[config.mk]
export PLATFORM = sky130hd
export DESIGN_NAME = fft_stream_mux_flat
export DESIGN_NICKNAME = d
export VERILOG_FILES = /design/src/rtl/fft_stream_mux_if.sv /design/src/rtl/fft_stream_mux.sv /design/src/flat_wrapper.sv
export SDC_FILE = /design/constraint.sdc
export NUM_CORES = 1
export LEC_CHECK = 0
export BUFFER_PORTS_ARGS = -buffer_cell sky130_fd_sc_hd__buf_4
export CORE_ASPECT_RATIO = 0.6
export CORE_MARGIN = 2
export CORE_UTILIZATION = 40
export CTS_CLUSTER_DIAMETER = 100
export DETAILED_ROUTE_END_ITERATION = 7
export HOLD_SLACK_MARGIN = 0.15
export PLACE_DENSITY = 0.77
export SLEW_MARGIN = 25
export SYNTH_ARGS = -nofsm -noshare
export SYNTH_HDL_FRONTEND = slang
export SYNTH_SLANG_ARGS = --single-unit
[constraint.sdc]
create_clock -name clk -period 5.6 [get_ports clk]
set_clock_uncertainty 0.2 [all_clocks]
set_input_delay 1.68 -clock clk [delete_from_list [all_inputs] [get_ports clk]]
set_output_delay 1.68 -clock clk [all_outputs]
set_load 0.01 [all_outputs]
[src/rtl/fft_stream_mux_if.sv]
// Handshake/bus bundle for fft_stream_mux.
//   in_data   : NUM_INPUTS packed samples, channel k at [k*DW +: DW]
//   in_valid  : per-channel sample valid
//   in_ready  : per-channel accept, at most one bit high
//   out_data  : registered selected sample
//   out_ch    : source channel of out_data
//   out_valid : out_data holds a sample
//   out_ready : downstream accepts
//   out_last  : sweep-mode sample came from the last channel
// Modports: slave = mux side, master = producer/consumer side.
interface fft_stream_mux_if #(
  parameter int NUM_INPUTS = 4,
  parameter int DW         = 44,
  parameter int SEL_W      = 2
);
  logic [NUM_INPUTS*DW-1:0] in_data;
  logic [NUM_INPUTS-1:0]    in_valid;
  logic [NUM_INPUTS-1:0]    in_ready;
  logic [DW-1:0]            out_data;
  logic [SEL_W-1:0]         out_ch;
  logic                     out_valid;
  logic                     out_ready;
  logic                     out_last;

  modport slave (
    input  in_data, in_valid, out_ready,
    output in_ready, out_data, out_ch, out_valid, out_last
  );
  modport master (
    output in_data, in_valid, out_ready,
    input  in_ready, out_data, out_ch, out_valid, out_last
  );
endinterface

[src/rtl/fft_stream_mux.sv]
// Registered N:1 selector for complex FFT samples ({re,im}, 2*number_bits wide)
// feeding the butterfly input stage. Grant modes: 00 static, 01 round-robin,
// 10 fixed priority, 11 sequential sweep.
// Ports:
//   clk, rst_n : clock (rising edge), asynchronous active-low reset
//   mode       : grant mode
//   sel        : channel index used in static mode
//   bus        : sample handshake bundle (slave side)
//   sel_err    : sticky, static mode used with sel >= NUM_INPUTS
module fft_stream_mux #(
  parameter int number_bits = 22,
  parameter int NUM_INPUTS  = 4,
  parameter int SEL_W       = 2
) (
  input  logic             clk,
  input  logic             rst_n,
  input  logic [1:0]       mode,
  input  logic [SEL_W-1:0] sel,
  fft_stream_mux_if.slave  bus,
  output logic             sel_err
);
  localparam int DW = 2*number_bits;
  typedef logic [SEL_W-1:0] idx_t;

  logic [DW-1:0] out_data_q, out_data_d;
  idx_t          out_ch_q, out_ch_d;
  logic          out_valid_q, out_valid_d;
  logic          out_last_q, out_last_d;
  logic          sel_err_q, sel_err_d;
  idx_t          rr_ptr_q, rr_ptr_d;
  idx_t          seq_idx_q, seq_idx_d;

  logic                  load_en, grant_found, xfer, sel_bad;
  idx_t                  g;
  logic [NUM_INPUTS-1:0] in_ready;

  assign load_en = ~out_valid_q | bus.out_ready;
  assign sel_bad = int'(sel) >= NUM_INPUTS;

  // Grant selection. Loops run from the highest candidate down so the last
  // hit (lowest index / nearest to rr_ptr) wins without a break.
  always_comb begin
    g           = '0;
    grant_found = 1'b0;
    case (mode)
      2'b00: begin
        if (!sel_bad) begin
          g           = sel;
          grant_found = 1'b1;
        end
      end
      2'b01: begin
        for (int i = NUM_INPUTS-1; i >= 0; i--) begin
          int k;
          k = int'(rr_ptr_q) + i;
          if (k >= NUM_INPUTS) k = k - NUM_INPUTS;
          if (bus.in_valid[k]) begin
            g           = idx_t'(k);
            grant_found = 1'b1;
          end
        end
      end
      2'b10: begin
        for (int i = NUM_INPUTS-1; i >= 0; i--) begin
          if (bus.in_valid[i]) begin
            g           = idx_t'(i);
            grant_found = 1'b1;
          end
        end
      end
      default: begin
        // sweep waits on seq_idx only, so the grant exists regardless of valid
        g           = seq_idx_q;
        grant_found = 1'b1;
      end
    endcase
  end

  // rst_n gates in_ready so nothing is accepted while reset is held
  always_comb begin
    in_ready = '0;
    if (rst_n && load_en && grant_found) in_ready[g] = 1'b1;
  end

  assign xfer = |(in_ready & bus.in_valid);

  always_comb begin
    out_data_d  = out_data_q;
    out_ch_d    = out_ch_q;
    out_valid_d = out_valid_q;
    out_last_d  = out_last_q;
    rr_ptr_d    = rr_ptr_q;
    seq_idx_d   = seq_idx_q;
    sel_err_d   = sel_err_q | ((mode == 2'b00) & sel_bad);
    if (load_en) begin
      out_valid_d = xfer;
      if (xfer) begin
        out_data_d = bus.in_data[g*DW +: DW];
        out_ch_d   = g;
        out_last_d = (mode == 2'b11) && (int'(g) == NUM_INPUTS-1);
        if (mode == 2'b01)
          rr_ptr_d = (int'(g) == NUM_INPUTS-1) ? '0 : g + 1'b1;
        if (mode == 2'b11)
          seq_idx_d = (int'(seq_idx_q) == NUM_INPUTS-1) ? '0 : seq_idx_q + 1'b1;
      end
    end
  end

  always_ff @(posedge clk or negedge rst_n) begin
    if (!rst_n) begin
      out_data_q  <= '0;
      out_ch_q    <= '0;
      out_valid_q <= 1'b0;
      out_last_q  <= 1'b0;
      sel_err_q   <= 1'b0;
      rr_ptr_q    <= '0;
      seq_idx_q   <= '0;
    end else begin
      out_data_q  <= out_data_d;
      out_ch_q    <= out_ch_d;
      out_valid_q <= out_valid_d;
      out_last_q  <= out_last_d;
      sel_err_q   <= sel_err_d;
      rr_ptr_q    <= rr_ptr_d;
      seq_idx_q   <= seq_idx_d;
    end
  end

  assign bus.in_ready  = in_ready;
  assign bus.out_data  = out_data_q;
  assign bus.out_ch    = out_ch_q;
  assign bus.out_valid = out_valid_q;
  assign bus.out_last  = out_last_q;
  assign sel_err       = sel_err_q;
endmodule

[src/flat_wrapper.sv]
// flat-port wrapper written by rule: the top's interface ports become plain ports
module fft_stream_mux_flat 
#(
  parameter int number_bits = 22,
  parameter int NUM_INPUTS  = 4,
  parameter int SEL_W       = 2
)
  (clk, rst_n, mode, sel, sel_err, bus_in_data, bus_in_valid, bus_out_ready, bus_in_ready, bus_out_data, bus_out_ch, bus_out_valid, bus_out_last);
  fft_stream_mux_if #(.NUM_INPUTS(NUM_INPUTS), .DW((2*(22))), .SEL_W(SEL_W)) bus_i ();
  input  logic clk;
  input  logic rst_n;
  input  logic [1:0] mode;
  input  logic [SEL_W-1:0] sel;
  output logic sel_err;
  input wire logic [$bits(bus_i.in_data)-1:0] bus_in_data;
  input wire logic [$bits(bus_i.in_valid)-1:0] bus_in_valid;
  input wire logic [$bits(bus_i.out_ready)-1:0] bus_out_ready;
  output wire logic [$bits(bus_i.in_ready)-1:0] bus_in_ready;
  output wire logic [$bits(bus_i.out_data)-1:0] bus_out_data;
  output wire logic [$bits(bus_i.out_ch)-1:0] bus_out_ch;
  output wire logic [$bits(bus_i.out_valid)-1:0] bus_out_valid;
  output wire logic [$bits(bus_i.out_last)-1:0] bus_out_last;
  assign bus_i.in_data = bus_in_data;
  assign bus_i.in_valid = bus_in_valid;
  assign bus_i.out_ready = bus_out_ready;
  assign bus_in_ready = bus_i.in_ready;
  assign bus_out_data = bus_i.out_data;
  assign bus_out_ch = bus_i.out_ch;
  assign bus_out_valid = bus_i.out_valid;
  assign bus_out_last = bus_i.out_last;
  fft_stream_mux #(.number_bits(number_bits), .NUM_INPUTS(NUM_INPUTS), .SEL_W(SEL_W)) u_core (.clk(clk), .rst_n(rst_n), .mode(mode), .sel(sel), .bus(bus_i), .sel_err(sel_err));
endmodule
## Word level (Yosys, flattened, before mapping)

Cells that the tools add are included.

- Input port bits: 187
- Flip-flop bits (word level): 52

- Multiplexer cells: 43
- Shift-type cells: 1
- Add/subtract/negate cells: 9
- Reductions and logical operators: 9
- Equality and inequality tests: 5
- $mul: 1
- Bitwise logic cells: 3
- Magnitude comparators: 10

Operators with widths:

| kind | number |
|---|---|
| $mux 32 | 8 |
| $shiftx 176x9->44 | 1 |
| $lt 32x4->1 const B | 4 |
| $ge 32x4->1 const B | 3 |
| $sub 32x4->32 const B | 3 |
| $mux 2 | 10 |
| $mux 1 | 17 |
| $bmux 1 s2 | 4 |
| $add 2x2->3 const B | 2 |
| $eq 2x1->1 const B | 3 |
| $mul 2x4->6 const B | 1 |
| $pmux 2 s3 | 1 |
| $reduce_and 3->1 | 2 |
| $add 2x1->2 const B | 2 |
| $and 4x4->4 | 1 |
| $eq 2x2->1 const B | 2 |
| $logic_and 1x1->1 | 4 |
| $mux 4 | 1 |
| $reduce_or 4->1 | 1 |
| $sub 2x3->4 const B | 1 |
| $add 2x1->3 const B | 1 |
| $ge 2x3->1 const B | 1 |
| $lt 2x3->1 const B | 1 |
| $demux 1 s2 | 1 |
| 6 further kinds | 6 |

## Logic depth before layout (Yosys ltp)

- Depth in word-level cells: 20
- Mapped depth: 15
- Mapped depth without buffers: 14

## Worst setup path after synthesis

No wires, ideal clock.

- Kind: input port to output port
- Start: in mode[0]
- End: out bus_in_ready[0]
- Setup slack: 622 ps
- Arrival: 3098 ps
- Cell stages on the path: 9
- Path buffers: 2
- Required time: 3720 ps
- Cell sequence: ha_1 -> inv_1 -> o221ai_1 -> o32ai_1 -> buf_4 -> buf_4 -> inv_1 -> ha_1 -> and2_1

- Word-level cells in the longest chain between the ends: 7
- Elaborated cells on any way between the ends: 12
- Classes of those cells: 2 x order compare; 2 x eq/ne; 5 x mux; 3 x reduce/logical

RTL lines:

| item | line | RTL |
|---|---|---|
| start, declared | flat_wrapper.sv:12 | `input logic [1:0] mode;` |
| $eq 2x2->1 (tied with other cells) | fft_stream_mux.sv:45 | `case (mode)` |
| $pmux 2 s3 * | fft_stream_mux.sv:45 |  |
| named net u_core.g[1] | fft_stream_mux.sv:34 | `idx_t g;` |
| $lt 2x3->1 (not written as such) or $ge 2x1->1 (tied branches) | fft_stream_mux.sv:82 | `if (rst_n && load_en && grant_found) in_ready[g] = 1'b1;` |
| $logic_and 1x1->1 (not written as such) | fft_stream_mux.sv:82 |  |
| $mux 1 (not written as such) | fft_stream_mux.sv:82 |  |
| $demux 1 s2 * | - |  |
| $mux 4 * | fft_stream_mux.sv:82 |  |
| end, declared | flat_wrapper.sv:18 | `output wire logic [$bits(bus_i.in_ready)-1:0] bus_in_ready;` |

The timed path passes the listed nets; every way through them passes the cells marked *.

## Final worst setup path

- Start: in mode[0]
- End: out bus_in_ready[2]

Same word-level chain as after synthesis.

==> impl_metrics.tcl <==
set metrics [dict create \
    status "finished clean" \
    synth_fp_nets 525 \
    slew_viol_final 0 \
    synth_adder_area_share_pct 3.50 \
    avgSynthCellArea_sq_um 10.9 \
    grt_antenna_before_repair 0 \
    avgViaCountPerCell 5.25 \
    slew_headroom_pct 33.4 \
    clock_sinks 52 \
    cp_max_fo 5 \
    die_h_um 77.2 \
    irDropWorstVdd_v 0.000172 \
    cts_buffers 5 \
    timing.hold.ws_ns 0.266 \
    power.density_mw_per_mm2 352 \
    drt-initial-drc-count 123 \
    max_freq_ghz 0.190 \
    synth_seq_cells 52 \
    routabilityCongestion 0.919 \
    die_x_um 126 \
    required_ns 3.72 \
    dieArea_sq_mm 0.00974 \
    criticalPathCategory "input port to output pin" \
    clockBufferDepth 2 \
    muxShareOfSynthArea_pct 25.6 \
    setup_ws_ns 0.348 \
    final_area_sq_mm 0.00556 \
    cts_tree "built" \
    hp-class "flop to flop" \
    tightest_slew_ns 0.998 \
    antennaDiodeCount 0 \
    crit_path_end_kind "output pin" \
    fin_crit_sh_pct 93.8 \
    drtPass1Iterations 4 \
    preCtsSetupSlack_ns 0.406 \
    routed_wl_um 11400 \
    nNetsFinal 752 \
    seq_area_frac_synth_pct 36.4 \
    p_leak_uw 0.00281 \
    grt_use_total_pct 22.6 \
    yosys.area_share.simple_pct 9.83 \
    postCtsSetupBuffers 0 \
    grt_pass1_vias 3573 \
    portBuffers 238 \
    synth_xor_area_share_pct 0 \
    mostFrequentLayoutCell "buf_4" \
    drtAntennaViolNets 0 \
    arrival_ns 3.37 \
    grt_pass1_wl_um 17900 \
    period_needed_ns 5.25 \
    drc 0 \
    ios 240 \
    postCtsResizedCells 0 \
    core_sq_mm 0.00859 \
    cts_root_buf "clkbuf_16" \
    synthCells 328 \
    max_stage_delay_ns 0.25 \
    htree_levels 2 \
    area_growth_pct 55.4 \
    setup_violations 0 \
    ctsHoldBuffers 0 \
    rsz0062_at_grt "no" \
    hold_viol 0 \
    synth_compound_area_share_pct 19.3 \
    synth_top_family_by_area "multiplexers" \
    rows 26 \
    maxCapViolCount 0 \
    total_power_uw 1950 \
    final_cell_mix "buf_4 (243), mux2i_1 (87), nand2_1 (55)" \
    crit_chain "buf_4 -> inv_1 -> ha_1 -> nor2b_1 -> o21ai_0 -> a21o_1 -> o31ai_4 -> inv_2 -> ha_1 -> and2_1 -> buf_4" \
    start_kind "input port" \
    yosys_warnings 0 \
    dr_total_vias 3500 \
    clk_latency_ns 0.28 \
    drive_gt1_share_pct 51.2 \
    dp_hpwl_um 9020 \
    initial_core_util_pct 41.6 \
    dpl-instance-area_sq_mm 0.00542 \
    wl_per_cell_um 17.1 \
    setup_tns_ns 0 \
    yosysUniqueCellTypes 37 \
    grt_overflow 0 \
    grt_max_degree 64 \
    critical-path-slowest-cell "ha_1" \
    clk_pin_slew_ns 0.06 \
    synth_area_sq_mm 0.00358 \
]
-- final timing paths --
| path | start | to | slack (ns) | cells after the start |
|---|---|---|---|---|
| worst max-delay path | mode[0] | bus_in_ready[2] | 0.35 | 11 |
| worst min-delay path | u_core.bus.out_last | u_core.bus.out_last | 0.27 | 2 |
| worst max register to register | u_core.rr_ptr_q[1] | u_core.bus.out_data[12] | 1.77 | 12 |
| worst min register to register | u_core.bus.out_last | u_core.bus.out_last | 0.27 | 2 |
| max in group asynchronous | rst_n | u_core.bus.out_data[6] | 3.44 | 2 |
| min in group asynchronous | rst_n | u_core.bus.out_data[42] | 1.31 | 2 |
-- critical path: cells and delay by family --
| family | cells | cell delay, ns |
|---|---|---|
| AND/OR/NAND/NOR | 2 | 0.33 |
| adder cells (fa/ha/maj) | 2 | 0.41 |
| AO/OA/AOI/OAI | 3 | 0.47 |
| buffers and inverters | 4 | 0.47 |
-- final cells by class --
| cell class | count | area [sq um] |
|---|---|---|
| Inverter | 7 | 26.3 |
| Timing Repair Buffer | 244 | 1840 |
| Clock inverter | 1 | 5.00 |
| Multi-Input combinational cell | 245 | 2110 |
| Tap cell | 112 | 140 |
| Clock buffer | 6 | 129 |
| Sequential cell | 52 | 1300 |
| Fill cell | 729 | 3030 |
-- cells in the mapped netlist, drive strengths merged --
master,number,area [sq um]
nor4,1,6.26
nand3,3,15.0
a21oi,3,15.0
nor3b,1,18.8
nor3,1,5.00
ha,10,125
o21a,1,7.51
a22oi,2,15.0
o32ai,1,8.76
buf,13,96.3
conb,1,3.75
inv,7,26.3
mux2,4,45.0
nor2,4,15.0
mux2i,87,871
or2,1,6.26
nand2b,4,25.0
o311ai,1,8.76
clkbuf,11,63.8
and2,4,25.0
a31oi,1,6.26
nor2b,2,12.5
dfrtp,52,1300
o221ai,45,551
a21o,4,30.0
o31ai,1,21.3
nand2,58,223
o21ai,4,20.0
a31o,1,8.76
-- layer usage --
| metal | vias up | share of wire, % | track usage (%) |
|---|---|---|---|
| li1 | 1679 | - | - |
| met2 | 150 | 50 | 40.1 |
| met5 | - | 0 | 0 |
| met1 | 1657 | 42 | 28.4 |
| met4 | 0 | 1.0 | 4.18 |
| met3 | 14 | 7.1 | 5.30 |
-- metrics by stage --
| step | cells | util (%) |
|---|---|---|
| final | 667 | 64.7 |
| after global routing | 667 | 64.7 |
| after CTS | 667 | 64.7 |
| after detailed placement | 660 | 63.1 |
| after global placement | 660 | 63.1 |
| after floorplan | 328 | - |
-- cells by family after synthesis --
family,Yosys count
multiplexers,91
buffers and inverters,31
AND/OR/NAND/NOR,79
adder cells (fa/ha/maj),10
AO/OA/AOI/OAI,64
other,1
flip-flops,52
-- registers in the layout, summed over array words and instances, names as in the netlist --
register,cells
u_core.bus.out_valid,1
u_core.rr_ptr_q,2
u_core.bus.out_data,44
u_core.bus.out_ch,2
u_core.bus.out_last,1
u_core.seq_idx_q,2
-- report_power, final --
part	switching, uW	internal, uW
sequential	111	549
clock	120	162
combinational	484	527
total	715	1240
Power figures use the tool's default switching activity.
